<file path="src/rtl/pc_gen_pkg.sv">
// Shared types and default vectors for the fetch-stage PC generator.
package pc_gen_pkg;

  typedef enum logic [1:0] {
    BOOT  = 2'd0,
    FETCH = 2'd1,
    FLUSH = 2'd2
  } pc_state_t;

  localparam logic [31:0] RESET_VECTOR_DEF = 32'h0000_0000;
  localparam logic [31:0] TRAP_VECTOR_DEF  = 32'h0000_0100;

endpackage

</file>
<file path="src/rtl/pc_ras.sv">
// Circular return-address stack; a push when full overwrites the oldest entry,
// and a simultaneous push+pop replaces the top entry in place.
module pc_ras #(
  parameter int unsigned XLEN  = 32,
  parameter int unsigned DEPTH = 4
) (
  input  logic            clk,
  input  logic            reset,
  input  logic            push_i,
  input  logic [XLEN-1:0] push_data_i,
  input  logic            pop_i,
  output logic [XLEN-1:0] top_o,
  output logic            empty_o
);

  localparam int unsigned PTR_W = $clog2(DEPTH);
  localparam int unsigned CNT_W = $clog2(DEPTH + 1);

  logic [XLEN-1:0]  mem_q [DEPTH];
  logic [PTR_W-1:0] top_q, top_d, wr_ptr;
  logic [CNT_W-1:0] cnt_q, cnt_d;
  logic             pop_en;

  assign pop_en = pop_i && (cnt_q != '0);

  always_comb begin
    top_d  = top_q;
    cnt_d  = cnt_q;
    wr_ptr = top_q + 1'b1;
    if (push_i && pop_en) begin
      wr_ptr = top_q;
    end else if (push_i) begin
      top_d = top_q + 1'b1;
      if (cnt_q != CNT_W'(DEPTH)) cnt_d = cnt_q + 1'b1;
    end else if (pop_en) begin
      top_d = top_q - 1'b1;
      cnt_d = cnt_q - 1'b1;
    end
  end

  always_ff @(posedge clk or posedge reset) begin
    if (reset) begin
      top_q <= '0;
      cnt_q <= '0;
    end else begin
      top_q <= top_d;
      cnt_q <= cnt_d;
    end
  end

  // Storage is deliberately not reset; only the count is cleared.
  always_ff @(posedge clk) begin
    if (push_i) mem_q[wr_ptr] <= push_data_i;
  end

  assign top_o   = mem_q[top_q];
  assign empty_o = (cnt_q == '0);

endmodule

</file>
<file path="src/rtl/pc_gen.sv">
// Fetch-stage program counter with prioritised redirects and a fetch handshake.
// Optional return-address stack built when PC_GEN_RAS_EN is defined.
module pc_gen
  import pc_gen_pkg::*;
#(
  parameter int unsigned     XLEN         = 32,
  parameter logic [XLEN-1:0] RESET_VECTOR = XLEN'(RESET_VECTOR_DEF),
  parameter logic [XLEN-1:0] TRAP_VECTOR  = XLEN'(TRAP_VECTOR_DEF),
  parameter int unsigned     INSTR_BYTES  = 4,
  parameter int unsigned     RAS_DEPTH    = 4
) (
  input  logic            clk,
  input  logic            reset,
  input  logic            stall_i,
  input  logic            if_ready_i,
  output logic            if_valid_o,
  output logic [XLEN-1:0] pc_o,
  output logic [XLEN-1:0] pc_plus_o,
  input  logic            redirect_i,
  input  logic [XLEN-1:0] redirect_target_i,
  input  logic            trap_i,
  input  logic            mret_i,
  output logic [XLEN-1:0] epc_o,
  input  logic            call_i,
  input  logic [XLEN-1:0] call_ret_addr_i,
  input  logic            ret_i,
  output logic            ras_empty_o
);

  localparam logic [XLEN-1:0] STEP       = XLEN'(INSTR_BYTES);
  localparam logic [XLEN-1:0] ALIGN_MASK = ~XLEN'(INSTR_BYTES - 1);

  pc_state_t       state_q, state_d;
  logic [XLEN-1:0] pc_q, pc_d, epc_q, epc_d;
  logic [XLEN-1:0] ras_top;
  logic            ras_empty, ret_take, take_any;

  assign ret_take = ret_i && !ras_empty && !(trap_i || mret_i || redirect_i);
  assign take_any = trap_i || mret_i || redirect_i || ret_take;

`ifdef PC_GEN_RAS_EN
  pc_ras #(
    .XLEN  (XLEN),
    .DEPTH (RAS_DEPTH)
  ) u_ras (
    .clk         (clk),
    .reset       (reset),
    .push_i      (call_i),
    .push_data_i (call_ret_addr_i),
    .pop_i       (ret_take),
    .top_o       (ras_top),
    .empty_o     (ras_empty)
  );
`else
  logic unused_ras;
  assign unused_ras = ^{call_i, call_ret_addr_i, RAS_DEPTH[0]};
  assign ras_top    = '0;
  assign ras_empty  = 1'b1;
`endif

  always_ff @(posedge clk or posedge reset) begin
    if (reset) state_q <= BOOT;
    else       state_q <= state_d;
  end

  always_comb begin
    state_d = state_q;
    if (take_any) state_d = FLUSH;
    else          state_d = FETCH;
  end

  always_comb begin
    if_valid_o = (state_q == FETCH);
  end

  always_comb begin
    pc_d  = pc_q;
    epc_d = epc_q;
    if (trap_i) begin
      pc_d  = TRAP_VECTOR;
      epc_d = pc_q;
    end else if (mret_i) begin
      pc_d = epc_q;
    end else if (redirect_i) begin
      pc_d = redirect_target_i & ALIGN_MASK;
    end else if (ret_take) begin
      pc_d = ras_top;
    end else if (state_q == FETCH && if_ready_i && !stall_i) begin
      pc_d = pc_q + STEP;
    end
  end

  always_ff @(posedge clk or posedge reset) begin
    if (reset) begin
      pc_q  <= RESET_VECTOR;
      epc_q <= '0;
    end else begin
      pc_q  <= pc_d;
      epc_q <= epc_d;
    end
  end

  assign pc_o        = pc_q;
  assign pc_plus_o   = pc_q + STEP;
  assign epc_o       = epc_q;
  assign ras_empty_o = ras_empty;

endmodule

</file>
<file path="config.mk">
export PLATFORM = sky130hd
export DESIGN_NAME = pc_gen
export DESIGN_NICKNAME = d
export VERILOG_FILES = /design/src/rtl/pc_gen_pkg.sv /design/src/rtl/pc_ras.sv /design/src/rtl/pc_gen.sv
export SDC_FILE = /design/constraint.sdc
export NUM_CORES = 1
export LEC_CHECK = 0
export CAP_MARGIN = 20
export CORE_MARGIN = 2
export CORE_UTILIZATION = 47
export CTS_CLUSTER_SIZE = 24
export DETAILED_ROUTE_END_ITERATION = 8
export PLACE_DENSITY = 0.9
export SKIP_LAST_GASP = 1
export SYNTH_ARGS = -nofsm -noshare
export SYNTH_HDL_FRONTEND = slang
export SYNTH_HIERARCHICAL = 1
export SYNTH_SLANG_ARGS = --single-unit
</file>
<file path="constraint.sdc">
create_clock -name clk -period 6.1 [get_ports clk]
set_clock_uncertainty 0.2 [all_clocks]
set_input_delay 1.525 -clock clk [delete_from_list [all_inputs] [get_ports clk]]
set_output_delay 1.525 -clock clk [all_outputs]
set_load 0.05 [all_outputs]
</file>
==> metrics.yaml <==
run_status:
  outcome: "completed"
timing:
  fmax_mhz: 198
  period_share_pct: 82.9
  whs_ns: 0.337
  max_slew_margin_pct: 43.9
  rsz0062_at_grt: "false"
  hold_viol_final: 0
  layout_min_cycle_time_ns: 5.06
  setup_violations: 0
  drv_slew: 0
  worstMarginPinSlew_ns: 0.841
  setup_tns_ns: 0
routing:
  first_pass_iters: 5
  drt_first_iter_violations: 279
  via_per_inst: 6.10
  totalWireLength_um: 12900
  via_count: 3938
  drc: 0
  ant_nets: 0
  wl_per_cell_um: 20.0
clocking:
  cts_max_level: 3
  cts_num_sinks: 66
  cts-resized-gates: 0
  ctsLongestPathBuffers: 2
  insertion_delay_ns: 0.36
  holdBufCountCts: 0
  cts-root-buf: "clkbuf_8"
  cts.clk_slew.worst_paths_ns: 0.08
  cts_tree: "built"
  cts_buffers: 9
  post_cts_buffers: 0
place:
  gp_congestion: 0.919
  hpwlAfterDp_um: 9030
  portBuffers: 133
yosys:
  synth-edff-count: 0
  yosys-top-cells-area: "dfrtp_1 (41%), mux2_2 (8.9%), xnor2_1 (5.0%)"
  async_reset_ff_share_pct: 100
  syn_area_per_cell_sq_um: 9.54
  synthFlopType: "dfrtp_1"
  syn-cell-area_sq_um: 4030
  syn_nets: 496
  yosysUniqueCellTypes: 65
  ys_warn_count: 6
  ys_seq_elements: 66
  syn_inst: 422
  yosys.area.top_type: "dfrtp_1"
  yosysTopAreaCellShare_pct: 41.0
  seq_area_frac_synth_pct: 41.0
power:
  powerDensity_nw_per_um2: 247
  power.total_uw: 1390
  ir_drop_mv: 0.203
  p_leak_uw: 0.00222
setup_path:
  rrSetupSlack_ns: 3.55
  r2r_end: "pc_o[18]"
  r2r_start: "state_q[1]"
  arrival_ns: 3.33
  crit_required_ns: 4.38
  worstSetupPathType: "reg2out"
  r2r_cells: 4
  end_kind: "output port"
  worstSetupStartpointType: "register"
  path_max_fanout: 10
job:
  drv_cap: 0
grt:
  grt_pass1_vias: 3960
  antenna_found_initial: 0
  grt.total_usage_pct: 28.5
  overflow: 0
  grt_pass1_wl_um: 20100
  grt_max_degree: 67
floorplanning:
  die_h_um: 96.6
  core-area_sq_um: 8260
  fp.dieW_um: 96.6
  row_count: 33
  dieArea_sq_um: 9320
  ios: 171
  initial_core_util_pct: 48.8
worst_hold_path:
  min_path_cells: 1
  whs_endpoint: "epc_o[0]"
  hold_class: "reg2reg"
  hp-start: "epc_o[0]"
layout:
  fillCellCount: 644
  final_util_pct: 68.1
  drive_gt1_share_pct: 14.8
  final_cell_mix: "clkdlybuf4s50_1 (132), dfrtp_1 (66), nand2_1 (37)"
  fin_nets: 610
  antennaDiodeCount: 0
  final_common_cell: "clkdlybuf4s50_1"
  syn_to_final_growth_pct: 39.6
## synthesized netlist by cell type, types with 2 or more instances
| master | n |
|---|---|
| and4_1 | 2 |
| nor4_1 | 6 |
| a211oi_1 | 7 |
| o22a_1 | 2 |
| a21oi_1 | 19 |
| a311oi_1 | 2 |
| buf_4 | 3 |
| nor3_1 | 10 |
| o221a_2 | 3 |
| clkbuf_1 | 30 |
| nor2b_1 | 2 |
| xor2_1 | 11 |
| and3_1 | 10 |
| a211oi_2 | 2 |
| a31o_2 | 2 |
| a31oi_1 | 4 |
| buf_2 | 3 |
| a211o_1 | 2 |
| nand3_1 | 20 |
| o22ai_1 | 13 |
| mux2_2 | 32 |
| or3_1 | 2 |
| a41o_1 | 2 |
| or2_2 | 2 |
| o211ai_1 | 6 |
| nand2b_1 | 2 |
| dfrtp_1 | 66 |
| mux2i_1 | 5 |
| inv_1 | 9 |
| o21bai_1 | 2 |
| nand4_1 | 7 |
| nor4_2 | 4 |
| nand2_1 | 37 |
| o21ai_0 | 9 |
| and2_1 | 2 |
| a21o_1 | 2 |
| nor2_1 | 21 |
| o2bb2ai_1 | 2 |
| buf_1 | 5 |
| xnor2_1 | 23 |
| o221ai_1 | 5 |
## critical path, cell delays in order (launching register included)
cell             delay (ns)
dfrtp_1                0.57
nand4_4                0.21
or4_4                  0.63
nor4_2                 0.40
nand2_1                0.17
xnor2_1                0.16
clkdlybuf4s50_1        0.83
## layer usage
metal	part of all wire (%)	GRT usage, %	vias up	wire (um)
met3	8.6	6.98	24	1110
met2	50	48.2	211	6420
met5	0	0	-	0
met4	1.9	10.9	0	248
met1	40	35.2	1932	5120
li1	-	-	1771	-
## registers in the layout, indices dropped and copies added, names as in the netlist
signal	flops
state_q	2
pc_o	32
epc_o	32
## report_power, final
group          switching [uW]  internal (uW)  leakage (uW)  total (uW)
clock                     185            229      0.000105         414
combinational             287            164       0.00125         451
sequential               53.5            473      0.000867         527
total                     525            866       0.00222        1390
## worst max-delay path by stage
stage,from,to,slack (ns)
floorplan,pc_o[9],pc_plus_o[29],1.44
global placement,pc_o[9],pc_plus_o[29],1.51
detailed placement,pc_o[9],pc_plus_o[29],1.43
CTS,pc_o[9],pc_plus_o[29],1.03
global route,pc_o[9],pc_plus_o[29],0.86
finish,pc_o[9],pc_plus_o[29],1.04
## metrics by stage
step | instances | setup slack, ns | cell area, sq um
5_1_grt | 646 | 0.856 | 5620
4_1_cts | 646 | 1.03 | 5620
3_5_place_dp | 630 | 1.43 | 5400
6_report | 646 | 1.04 | 5620
2_1_floorplan | 422 | 1.44 | 4030
3_3_place_gp | 630 | 1.51 | 5400
## cell type report
class	count	area, sq um	share of cell area, %
clock inverter	7	93.8	1.67
multi-input combinational	305	2170	38.7
sequential	66	1650	29.4
tap	105	131	2.34
timing repair buffer	144	1410	25.1
clock buffer	9	124	2.20
inverter	10	37.5	0.668
## cells by family after synthesis
family	share of synthesized area [%]
DFF	41.0
and+or+nand+nor	18.7
buffers and inverters	5.13
AOI/OAI and AO/OA	17.2
other	0.0931
xor gates and xnor gates	7.40
adders and majority gates	0.311
muxes	10.2
No activity file was read; power rests on OpenSTA's default activity.
